[config.mk]
export PLATFORM = sky130hd
export DESIGN_NAME = ex_mem_stage_flat
export DESIGN_NICKNAME = d
export VERILOG_FILES = /design/src/rtl/ex_mem_stage_pkg.sv /design/src/rtl/ex_mem_stage_if.sv /design/src/rtl/ex_mem_stage_alu.sv /design/src/rtl/ex_mem_stage.sv /design/src/flat_wrapper.sv
export SDC_FILE = /design/constraint.sdc
export NUM_CORES = 1
export LEC_CHECK = 0
export BUFFER_PORTS_ARGS = -buffer_cell sky130_fd_sc_hd__buf_2
export CORE_MARGIN = 1
export CORE_UTILIZATION = 28
export DETAILED_ROUTE_END_ITERATION = 8
export SYNTH_ARGS = -nofsm -noshare
export SYNTH_HDL_FRONTEND = slang
export SYNTH_HIERARCHICAL = 1
export SYNTH_SLANG_ARGS = --single-unit
[constraint.sdc]
create_clock -name Clk -period 6.24 [get_ports Clk]
set_clock_uncertainty 0.15 [all_clocks]
set_input_delay 0.312 -clock Clk [delete_from_list [all_inputs] [get_ports Clk]]
set_output_delay 0.312 -clock Clk [all_outputs]
set_load 0.05 [all_outputs]
[src/rtl/ex_mem_stage_pkg.sv]
// Shared encodings for the MIPS execute stage: I-type ALUop selectors, R-type
// function codes, the internal ALU control enum and the EX/MEM register layout.
package ex_mem_stage_pkg;

   localparam logic [2:0] ALUOP_ADD = 3'b000;
   localparam logic [2:0] ALUOP_SUB = 3'b001;
   localparam logic [2:0] ALUOP_OR  = 3'b010;
   localparam logic [2:0] ALUOP_AND = 3'b011;
   localparam logic [2:0] ALUOP_SLT = 3'b100;

   localparam logic [5:0] FUNC_ADD  = 6'b100000;
   localparam logic [5:0] FUNC_SUB  = 6'b100010;
   localparam logic [5:0] FUNC_AND  = 6'b100100;
   localparam logic [5:0] FUNC_OR   = 6'b100101;
   localparam logic [5:0] FUNC_SLT  = 6'b101010;
   localparam logic [5:0] FUNC_SLTU = 6'b101011;

   typedef enum logic [2:0] {
      ALU_ADD,
      ALU_SUB,
      ALU_AND,
      ALU_OR,
      ALU_SLT,
      ALU_SLTU
   } alu_ctrl_e;

   typedef struct packed {
      logic [31:0] pc4;
      logic [31:0] jtarg;
      logic [31:0] btarg;
      logic [31:0] alu_out;
      logic [31:0] bus_b;
      logic [4:0]  rw;
      logic        zero;
      logic        reg_wr;
      logic        mem_to_reg;
      logic        mem_wr;
      logic        branch;
      logic        jump;
   } ex_mem_t;

   // Unknown func or ALUop codes fall back to ADD.
   function automatic alu_ctrl_e alu_decode(input logic       r_type,
                                            input logic [5:0] func,
                                            input logic [2:0] aluop);
      alu_ctrl_e ctrl;
      ctrl = ALU_ADD;
      if (r_type) begin
         case (func)
            FUNC_SUB:  ctrl = ALU_SUB;
            FUNC_AND:  ctrl = ALU_AND;
            FUNC_OR:   ctrl = ALU_OR;
            FUNC_SLT:  ctrl = ALU_SLT;
            FUNC_SLTU: ctrl = ALU_SLTU;
            default:   ctrl = ALU_ADD;
         endcase
      end else begin
         case (aluop)
            ALUOP_SUB: ctrl = ALU_SUB;
            ALUOP_OR:  ctrl = ALU_OR;
            ALUOP_AND: ctrl = ALU_AND;
            ALUOP_SLT: ctrl = ALU_SLT;
            default:   ctrl = ALU_ADD;
         endcase
      end
      return ctrl;
   endfunction

endpackage

[src/rtl/ex_mem_stage_if.sv]
// ID/EX inputs, MEM/WB forwarding sources and EX/MEM outputs of the execute stage.
interface ex_mem_stage_if;

   logic [31:0] EX_PC4, EX_Jtarg, EX_busA, EX_busB;
   logic [4:0]  EX_Rs, EX_Rt, EX_Rd;
   logic [5:0]  EX_func;
   logic [15:0] EX_immd;
   logic [2:0]  EX_ALUop;
   logic        EX_RegWr, EX_ALUSrc, EX_RegDst, EX_MemtoReg, EX_MemWr;
   logic        EX_Branch, EX_Jump, EX_ExtOp, EX_R_type;
   logic        MEM_PCSrc;
   logic        WB_RegWr;
   logic [4:0]  WB_Rw;
   logic [31:0] WB_busW;
   logic [31:0] MEM_PC4, MEM_Jtarg, MEM_Btarg, MEM_ALUout, MEM_busB;
   logic [4:0]  MEM_Rw;
   logic        MEM_Zero, MEM_RegWr, MEM_MemtoReg, MEM_MemWr, MEM_Branch, MEM_Jump;

   modport master (
      output EX_PC4, EX_Jtarg, EX_busA, EX_busB, EX_Rs, EX_Rt, EX_Rd, EX_func,
             EX_immd, EX_ALUop, EX_RegWr, EX_ALUSrc, EX_RegDst, EX_MemtoReg,
             EX_MemWr, EX_Branch, EX_Jump, EX_ExtOp, EX_R_type, MEM_PCSrc,
             WB_RegWr, WB_Rw, WB_busW,
      input  MEM_PC4, MEM_Jtarg, MEM_Btarg, MEM_ALUout, MEM_busB, MEM_Rw,
             MEM_Zero, MEM_RegWr, MEM_MemtoReg, MEM_MemWr, MEM_Branch, MEM_Jump
   );

   modport slave (
      input  EX_PC4, EX_Jtarg, EX_busA, EX_busB, EX_Rs, EX_Rt, EX_Rd, EX_func,
             EX_immd, EX_ALUop, EX_RegWr, EX_ALUSrc, EX_RegDst, EX_MemtoReg,
             EX_MemWr, EX_Branch, EX_Jump, EX_ExtOp, EX_R_type, MEM_PCSrc,
             WB_RegWr, WB_Rw, WB_busW,
      output MEM_PC4, MEM_Jtarg, MEM_Btarg, MEM_ALUout, MEM_busB, MEM_Rw,
             MEM_Zero, MEM_RegWr, MEM_MemtoReg, MEM_MemWr, MEM_Branch, MEM_Jump
   );

endinterface

[src/rtl/ex_mem_stage_alu.sv]
// Combinational 32-bit ALU: add/sub wrap, bitwise and/or, signed/unsigned set-less-than.
module ex_mem_stage_alu
   import ex_mem_stage_pkg::*;
(
   input  logic [31:0] i_a,
   input  logic [31:0] i_b,
   input  alu_ctrl_e   i_ctrl,
   output logic [31:0] o_result,
   output logic        o_zero
);

   // NOTE: o_result gets a default before the case so no path leaves it unassigned (no latch).
   always_comb begin
      o_result = '0;
      case (i_ctrl)
         ALU_ADD:  o_result = i_a + i_b;
         ALU_SUB:  o_result = i_a - i_b;
         ALU_AND:  o_result = i_a & i_b;
         ALU_OR:   o_result = i_a | i_b;
         ALU_SLT:  o_result = {31'b0, $signed(i_a) < $signed(i_b)};
         ALU_SLTU: o_result = {31'b0, i_a < i_b};
         default:  o_result = i_a + i_b;
      endcase
   end

   assign o_zero = (o_result == 32'h0);

endmodule

[src/rtl/ex_mem_stage.sv]
// MIPS execute stage with MEM/WB forwarding and the negedge EX/MEM pipeline register.
module ex_mem_stage
   import ex_mem_stage_pkg::*;
(
   input  logic          Clk,
   input  logic          Clr,
   ex_mem_stage_if.slave io_bus
);

   ex_mem_t     r_q;
   ex_mem_t     w_d;
   logic [31:0] w_imm32;
   logic [31:0] w_sext;
   logic [31:0] w_fwd_a;
   logic [31:0] w_fwd_b;
   logic [31:0] w_alu_b;
   logic [31:0] w_alu_out;
   logic        w_zero;
   alu_ctrl_e   w_ctrl;

   assign w_sext  = {{16{io_bus.EX_immd[15]}}, io_bus.EX_immd};
   assign w_imm32 = io_bus.EX_ExtOp ? w_sext : {16'h0, io_bus.EX_immd};

   // MEM-stage result wins over WB; register 0 is never forwarded.
   always_comb begin
      w_fwd_a = io_bus.EX_busA;
      w_fwd_b = io_bus.EX_busB;
      if (r_q.reg_wr && r_q.rw != 5'd0 && r_q.rw == io_bus.EX_Rs)
         w_fwd_a = r_q.alu_out;
      else if (io_bus.WB_RegWr && io_bus.WB_Rw != 5'd0 && io_bus.WB_Rw == io_bus.EX_Rs)
         w_fwd_a = io_bus.WB_busW;
      if (r_q.reg_wr && r_q.rw != 5'd0 && r_q.rw == io_bus.EX_Rt)
         w_fwd_b = r_q.alu_out;
      else if (io_bus.WB_RegWr && io_bus.WB_Rw != 5'd0 && io_bus.WB_Rw == io_bus.EX_Rt)
         w_fwd_b = io_bus.WB_busW;
   end

   assign w_alu_b = io_bus.EX_ALUSrc ? w_imm32 : w_fwd_b;
   assign w_ctrl  = alu_decode(io_bus.EX_R_type, io_bus.EX_func, io_bus.EX_ALUop);

   ex_mem_stage_alu u_alu (
      .i_a      (w_fwd_a),
      .i_b      (w_alu_b),
      .i_ctrl   (w_ctrl),
      .o_result (w_alu_out),
      .o_zero   (w_zero)
   );

   always_comb begin
      w_d            = '0;
      w_d.pc4        = io_bus.EX_PC4;
      w_d.jtarg      = io_bus.EX_Jtarg;
      w_d.btarg      = io_bus.EX_PC4 + {w_sext[29:0], 2'b00};
      w_d.alu_out    = w_alu_out;
      w_d.bus_b      = w_fwd_b;
      w_d.rw         = io_bus.EX_RegDst ? io_bus.EX_Rd : io_bus.EX_Rt;
      w_d.zero       = w_zero;
      w_d.reg_wr     = io_bus.EX_RegWr;
      w_d.mem_to_reg = io_bus.EX_MemtoReg;
      w_d.mem_wr     = io_bus.EX_MemWr;
      w_d.branch     = io_bus.EX_Branch;
      w_d.jump       = io_bus.EX_Jump;
   end

   // NOTE: sequential state uses non-blocking assignments so every flop samples pre-edge values.
   always_ff @(negedge Clk or posedge Clr) begin
      if (Clr)
         r_q <= '0;
      else if (io_bus.MEM_PCSrc)
         r_q <= '0;
      else
         r_q <= w_d;
   end

   assign io_bus.MEM_PC4      = r_q.pc4;
   assign io_bus.MEM_Jtarg    = r_q.jtarg;
   assign io_bus.MEM_Btarg    = r_q.btarg;
   assign io_bus.MEM_ALUout   = r_q.alu_out;
   assign io_bus.MEM_busB     = r_q.bus_b;
   assign io_bus.MEM_Rw       = r_q.rw;
   assign io_bus.MEM_Zero     = r_q.zero;
   assign io_bus.MEM_RegWr    = r_q.reg_wr;
   assign io_bus.MEM_MemtoReg = r_q.mem_to_reg;
   assign io_bus.MEM_MemWr    = r_q.mem_wr;
   assign io_bus.MEM_Branch   = r_q.branch;
   assign io_bus.MEM_Jump     = r_q.jump;

endmodule

[src/flat_wrapper.sv]
// flat-port wrapper written by rule: the top's interface ports become plain ports
module ex_mem_stage_flat import ex_mem_stage_pkg::*;
  (Clk, Clr, io_bus_EX_PC4, io_bus_EX_Jtarg, io_bus_EX_busA, io_bus_EX_busB, io_bus_EX_Rs, io_bus_EX_Rt, io_bus_EX_Rd, io_bus_EX_func, io_bus_EX_immd, io_bus_EX_ALUop, io_bus_EX_RegWr, io_bus_EX_ALUSrc, io_bus_EX_RegDst, io_bus_EX_MemtoReg, io_bus_EX_MemWr, io_bus_EX_Branch, io_bus_EX_Jump, io_bus_EX_ExtOp, io_bus_EX_R_type, io_bus_MEM_PCSrc, io_bus_WB_RegWr, io_bus_WB_Rw, io_bus_WB_busW, io_bus_MEM_PC4, io_bus_MEM_Jtarg, io_bus_MEM_Btarg, io_bus_MEM_ALUout, io_bus_MEM_busB, io_bus_MEM_Rw, io_bus_MEM_Zero, io_bus_MEM_RegWr, io_bus_MEM_MemtoReg, io_bus_MEM_MemWr, io_bus_MEM_Branch, io_bus_MEM_Jump);
  ex_mem_stage_if io_bus_i ();
  input  logic Clk;
  input  logic Clr;
  input wire logic [$bits(io_bus_i.EX_PC4)-1:0] io_bus_EX_PC4;
  input wire logic [$bits(io_bus_i.EX_Jtarg)-1:0] io_bus_EX_Jtarg;
  input wire logic [$bits(io_bus_i.EX_busA)-1:0] io_bus_EX_busA;
  input wire logic [$bits(io_bus_i.EX_busB)-1:0] io_bus_EX_busB;
  input wire logic [$bits(io_bus_i.EX_Rs)-1:0] io_bus_EX_Rs;
  input wire logic [$bits(io_bus_i.EX_Rt)-1:0] io_bus_EX_Rt;
  input wire logic [$bits(io_bus_i.EX_Rd)-1:0] io_bus_EX_Rd;
  input wire logic [$bits(io_bus_i.EX_func)-1:0] io_bus_EX_func;
  input wire logic [$bits(io_bus_i.EX_immd)-1:0] io_bus_EX_immd;
  input wire logic [$bits(io_bus_i.EX_ALUop)-1:0] io_bus_EX_ALUop;
  input wire logic [$bits(io_bus_i.EX_RegWr)-1:0] io_bus_EX_RegWr;
  input wire logic [$bits(io_bus_i.EX_ALUSrc)-1:0] io_bus_EX_ALUSrc;
  input wire logic [$bits(io_bus_i.EX_RegDst)-1:0] io_bus_EX_RegDst;
  input wire logic [$bits(io_bus_i.EX_MemtoReg)-1:0] io_bus_EX_MemtoReg;
  input wire logic [$bits(io_bus_i.EX_MemWr)-1:0] io_bus_EX_MemWr;
  input wire logic [$bits(io_bus_i.EX_Branch)-1:0] io_bus_EX_Branch;
  input wire logic [$bits(io_bus_i.EX_Jump)-1:0] io_bus_EX_Jump;
  input wire logic [$bits(io_bus_i.EX_ExtOp)-1:0] io_bus_EX_ExtOp;
  input wire logic [$bits(io_bus_i.EX_R_type)-1:0] io_bus_EX_R_type;
  input wire logic [$bits(io_bus_i.MEM_PCSrc)-1:0] io_bus_MEM_PCSrc;
  input wire logic [$bits(io_bus_i.WB_RegWr)-1:0] io_bus_WB_RegWr;
  input wire logic [$bits(io_bus_i.WB_Rw)-1:0] io_bus_WB_Rw;
  input wire logic [$bits(io_bus_i.WB_busW)-1:0] io_bus_WB_busW;
  output wire logic [$bits(io_bus_i.MEM_PC4)-1:0] io_bus_MEM_PC4;
  output wire logic [$bits(io_bus_i.MEM_Jtarg)-1:0] io_bus_MEM_Jtarg;
  output wire logic [$bits(io_bus_i.MEM_Btarg)-1:0] io_bus_MEM_Btarg;
  output wire logic [$bits(io_bus_i.MEM_ALUout)-1:0] io_bus_MEM_ALUout;
  output wire logic [$bits(io_bus_i.MEM_busB)-1:0] io_bus_MEM_busB;
  output wire logic [$bits(io_bus_i.MEM_Rw)-1:0] io_bus_MEM_Rw;
  output wire logic [$bits(io_bus_i.MEM_Zero)-1:0] io_bus_MEM_Zero;
  output wire logic [$bits(io_bus_i.MEM_RegWr)-1:0] io_bus_MEM_RegWr;
  output wire logic [$bits(io_bus_i.MEM_MemtoReg)-1:0] io_bus_MEM_MemtoReg;
  output wire logic [$bits(io_bus_i.MEM_MemWr)-1:0] io_bus_MEM_MemWr;
  output wire logic [$bits(io_bus_i.MEM_Branch)-1:0] io_bus_MEM_Branch;
  output wire logic [$bits(io_bus_i.MEM_Jump)-1:0] io_bus_MEM_Jump;
  assign io_bus_i.EX_PC4 = io_bus_EX_PC4;
  assign io_bus_i.EX_Jtarg = io_bus_EX_Jtarg;
  assign io_bus_i.EX_busA = io_bus_EX_busA;
  assign io_bus_i.EX_busB = io_bus_EX_busB;
  assign io_bus_i.EX_Rs = io_bus_EX_Rs;
  assign io_bus_i.EX_Rt = io_bus_EX_Rt;
  assign io_bus_i.EX_Rd = io_bus_EX_Rd;
  assign io_bus_i.EX_func = io_bus_EX_func;
  assign io_bus_i.EX_immd = io_bus_EX_immd;
  assign io_bus_i.EX_ALUop = io_bus_EX_ALUop;
  assign io_bus_i.EX_RegWr = io_bus_EX_RegWr;
  assign io_bus_i.EX_ALUSrc = io_bus_EX_ALUSrc;
  assign io_bus_i.EX_RegDst = io_bus_EX_RegDst;
  assign io_bus_i.EX_MemtoReg = io_bus_EX_MemtoReg;
  assign io_bus_i.EX_MemWr = io_bus_EX_MemWr;
  assign io_bus_i.EX_Branch = io_bus_EX_Branch;
  assign io_bus_i.EX_Jump = io_bus_EX_Jump;
  assign io_bus_i.EX_ExtOp = io_bus_EX_ExtOp;
  assign io_bus_i.EX_R_type = io_bus_EX_R_type;
  assign io_bus_i.MEM_PCSrc = io_bus_MEM_PCSrc;
  assign io_bus_i.WB_RegWr = io_bus_WB_RegWr;
  assign io_bus_i.WB_Rw = io_bus_WB_Rw;
  assign io_bus_i.WB_busW = io_bus_WB_busW;
  assign io_bus_MEM_PC4 = io_bus_i.MEM_PC4;
  assign io_bus_MEM_Jtarg = io_bus_i.MEM_Jtarg;
  assign io_bus_MEM_Btarg = io_bus_i.MEM_Btarg;
  assign io_bus_MEM_ALUout = io_bus_i.MEM_ALUout;
  assign io_bus_MEM_busB = io_bus_i.MEM_busB;
  assign io_bus_MEM_Rw = io_bus_i.MEM_Rw;
  assign io_bus_MEM_Zero = io_bus_i.MEM_Zero;
  assign io_bus_MEM_RegWr = io_bus_i.MEM_RegWr;
  assign io_bus_MEM_MemtoReg = io_bus_i.MEM_MemtoReg;
  assign io_bus_MEM_MemWr = io_bus_i.MEM_MemWr;
  assign io_bus_MEM_Branch = io_bus_i.MEM_Branch;
  assign io_bus_MEM_Jump = io_bus_i.MEM_Jump;
  ex_mem_stage u_core (.Clk(Clk), .Clr(Clr), .io_bus(io_bus_i));
endmodule
==> summary.md <==
| Metric | Value |
|---|---|
| Top cell type's share of synthesized area | 28.8% |
| DP Cell Count | 3,181 |
| Initial Utilization | 28.5% |
| Seq/Total Area, Yosys | 28.8% |
| Die span in y | 231 um |
| Violated checks | setup timing |
| DRC violations left | 0 |
| R2R cell count | 21 |
| Largest net degree at the start of global routing | 76 |
| Post-synth ARST share | 100% |
| Status | complete, but fails checks |
| Reg2Reg Launch Point | u_core/io_bus.MEM_Rw[1]$_DFF_NP0_ |
| First-pass DRT Iterations | 5 |
| Core Util, Final | 45.6% |
| CTS tree | built |
| Critical path arrival | 5.17 ns |
| Chip Width | 231 um |
| Synth Area in XOR/XNOR | 2.92% |
| Post-Syn Instances | 1,752 |
| Post-synth EDFFs | 0 |
| WL/cell | 20.0 um |
| Worst slew margin | 34.4% |
| Total grt overflow | 0 |
| Post-Syn Area | 14,700 um^2 |
| DRT Wirelength | 65,700 um |
| Rows | 83 |
| I/O Pins | 389 |
| Main synth FF type | dfrtn_1 |
| Synth cell types | 101 |
| First DRT Iteration DRCs | 1,086 |
| Critical Path End Type | flop |
| Final #Nets | 2,930 |
| Fin. max-slew vios | 0 |
| HPWL Detailed | 52,600 um |
| Total CTS buffers | 17 |
| Hold Path Class | flop to flop |
| Avg Synthesized Cell Area | 8.39 um^2 |
| Die Area | 53,400 um^2 |
| CP max FO | 4 |
| H-tree depth | 4 |
| Core area | 51,600 um^2 |
| Clk_lat worst skew | 0.42 ns |
| Largest cells by area after synthesis | dfrtn_1, ha_1, nor2b_1 |
| Port bufs | 388 |
| PwrDens | 214 nW/um^2 |
| Area grow syn2layout | 60.2% |
| GRT Total Usage | 23.9% |
| Vias in the first global route | 16.9k |
| Post-synth net total | 2,098 |
| Leakage | 11.3 nW |
| Crit path launch | io_bus_WB_Rw[4] |
| Post-Layout Cell Count | 3,279 |
| Clock transition at the registers of the reported paths | 0.06 ns |
| GP Congestion | 0.959 |
| Adder-cell share of the synthesized area | 11.0% |
| Number of vias in the routed layout | 16.8k |
| CP endpoint | u_core/io_bus.MEM_Zero$_DFF_NP0_ |
| RSZ-0062 raised after global routing | true |
| FF-to-FF setup slack | 0.92 ns |
| Max Cap Violations | 0 |
| Final ANT Viol Nets | 0 |
| Peak VDD IR | 0.000204 V |
| WP data required | 3.42 ns |
| CTS Sinks | 169 |
| Final setup viols | 33 |
| # fillers | 4,995 |
| CP startpoint kind | primary input |
| Slew @ Worst Pin | 0.981 ns |
| Multiplexer share of the synthesized area | 5.62% |
| Worst-case clock buffer depth | 2 |
| Hold Startpoint | u_core/io_bus.MEM_ALUout[16]$_DFF_NP0_ |
| Synth Area in Simple Gates | 21.0% |
| Synth Warn # | 6 |
| Power, Total | 5.04 mW |
| Worst Slack Setup Final | -1.75 ns |
| First-pass GRT wire length | 98,500 um |
| Layout cells sized above 1 | 48.8% |
| Number of antenna violations at the first check in global routing | 3 |
| Flops & latches, synth | 169 |
| Synth Area in Compound Gates | 24.6% |
| Final Hold Fails | 0 |
| Leading area contributor after synthesis | dfrtn_1 |
| R2R Path End | u_core/io_bus.MEM_Zero$_DFF_NP0_ |
| DR vias/cell | 5.12 |
| Largest family of logic cells by synthesized area | compound AO/OA/AOI/OAI gates |
| CP Class | primary input to flop |
| Root Buffer | clkbuf_16 |
-- power by group --
group / internal (mW) / switching (mW)
logic: 1.14 / 1.54
clock network: 0.536 / 0.546
registers: 1.20 / 0.0716
-- registers in the layout (all words and copies together), names as in the netlist --
signal,flops
u_core/io_bus.MEM_ALUout,32
u_core/io_bus.MEM_Btarg,32
u_core/io_bus.MEM_Jtarg,32
u_core/io_bus.MEM_busB,32
u_core/io_bus.MEM_PC4,30
u_core/io_bus.MEM_Rw,5
u_core/io_bus.MEM_Branch,1
u_core/io_bus.MEM_Jump,1
u_core/io_bus.MEM_MemWr,1
u_core/io_bus.MEM_MemtoReg,1
u_core/io_bus.MEM_RegWr,1
u_core/io_bus.MEM_Zero,1
-- worst min-delay path by stage --
stage	to	slack [ns]	depth (start not counted)
detailed placement	u_core/io_bus.MEM_busB[16]$_DFF_NP0_	0.38	2
global route	u_core/io_bus.MEM_busB[16]$_DFF_NP0_	0.42	2
floorplan	u_core/io_bus.MEM_busB[19]$_DFF_NP0_	0.67	2
global placement	u_core/io_bus.MEM_busB[16]$_DFF_NP0_	0.36	2
finish	u_core/io_bus.MEM_busB[16]$_DFF_NP0_	0.40	2
CTS	u_core/io_bus.MEM_busB[16]$_DFF_NP0_	0.39	2
-- layout by cell type (no fill, tap or decap), drive strengths merged, types with 7 or more instances in the layout --
| master | Yosys | layout |
|---|---|---|
| and3 | 7 | 7 |
| a21o | 32 | 32 |
| xor2 | 23 | 23 |
| or3 | 9 | 9 |
| buf | 51 | 913 |
| inv | 106 | 115 |
| and2 | 9 | 9 |
| a221oi | 13 | 13 |
| o31ai | 16 | 16 |
| a31oi | 14 | 14 |
| mux2i | 78 | 78 |
| o221a | 8 | 8 |
| nand3 | 31 | 31 |
| nor3 | 32 | 32 |
| a21boi | 8 | 8 |
| o21a | 9 | 9 |
| nand4 | 15 | 15 |
| xnor2 | 26 | 26 |
| o211ai | 18 | 18 |
| a211oi | 26 | 26 |
| nand2b | 18 | 18 |
| nand2 | 163 | 163 |
| ha | 125 | 125 |
| nor2 | 144 | 144 |
| clkbuf | 49 | 17 |
| dfrtn | 169 | 169 |
| nor2b | 128 | 128 |
| nor4 | 15 | 15 |
| o221ai | 10 | 10 |
| o22ai | 10 | 10 |
| o21bai | 14 | 14 |
| o21ai | 177 | 177 |
| a21oi | 94 | 94 |
-- critical path: stages --
cell and delay, ns:
buf_8 0.10, or4_4 0.54, o21ai_4 0.18, nor4_4 0.07, buf_6 0.15, buf_12 0.15
mux2i_1 0.14, nand2_1 0.09, o21ai_2 0.10, o21ai_4 0.12, buf_4 0.15, buf_6 0.11
fa_2 0.41, nor2_4 0.14, o311ai_4 0.14, a21oi_4 0.23, a31oi_4 0.16, a2111oi_4 0.42
nor2_1 0.10, o31a_1 0.29, mux2i_1 0.14, or4_1 0.54, nor4_2 0.22, nor2b_1 0.15
-- through the flow --
step | setup TNS, ns | worst slack [ns] | cell area [um^2] | hold slack [ns]
2_1_floorplan | -23.80 | -1.55 | 15000 | 0.672
3_3_place_gp | -71.04 | -3.19 | 20900 | 0.361
3_5_place_dp | -72.13 | -3.15 | 20900 | 0.384
4_1_cts | -31.80 | -1.65 | 22900 | 0.392
5_1_grt | -37.28 | -1.86 | 23600 | 0.417
6_report | -33.40 | -1.75 | 23600 | 0.396
-- final cells by class --
type	count	area, um^2	share of cell area, %
Antenna cell	2	5.00	0.0212
Clock buffer	17	425	1.81
Clock inverter	15	150	0.637
Inverter	106	404	1.72
Multi-Input combinational cell	1377	11200	47.6
Sequential cell	169	4230	18.0
Tap cell	680	851	3.61
Timing Repair Buffer	913	6270	26.6
-- cells in the mapped netlist, drive strengths merged (5+ instances only) --
cell,n
o21ai,177
dfrtn,169
nand2,163
nor2,144
nor2b,128
ha,125
inv,106
a21oi,94
mux2i,78
buf,51
clkbuf,49
a21o,32
nor3,32
nand3,31
a211oi,26
xnor2,26
xor2,23
nand2b,18
o211ai,18
o31ai,16
nand4,15
nor4,15
a31oi,14
o21bai,14
a221oi,13
o221ai,10
o22ai,10
and2,9
o21a,9
or3,9
a21boi,8
o221a,8
and3,7
a2111oi,6
a211o,6
a32o,6
nor3b,6
o311ai,6
or2,6
or4,6
a22oi,5
a311oi,5
-- cell families after synthesis --
kind of cell             after synthesis
AO/OA/AOI/OAI                        513
XOR/XNOR                              49
adder cells (fa/ha/maj)              128
buffers and inverters                206
flip-flops                           169
multiplexers                          82
AND/OR/NAND/NOR                      605
-- metal layers --
layer	GRT usage [%]	routed length [um]	up-vias
met5	0	11	-
met3	2.61	3160	106
li1	-	-	7895
met2	41.8	32800	557
met1	30.1	27800	8238
met4	9.09	1960	2
-- repair_timing --
action	CTS	global route
endpoints found under the setup margin	33	33
setup buffers	55	26
resized for setup	219	110
pin swaps	101	60
hold buffers	0	0
Power figures use the tool's default switching activity.
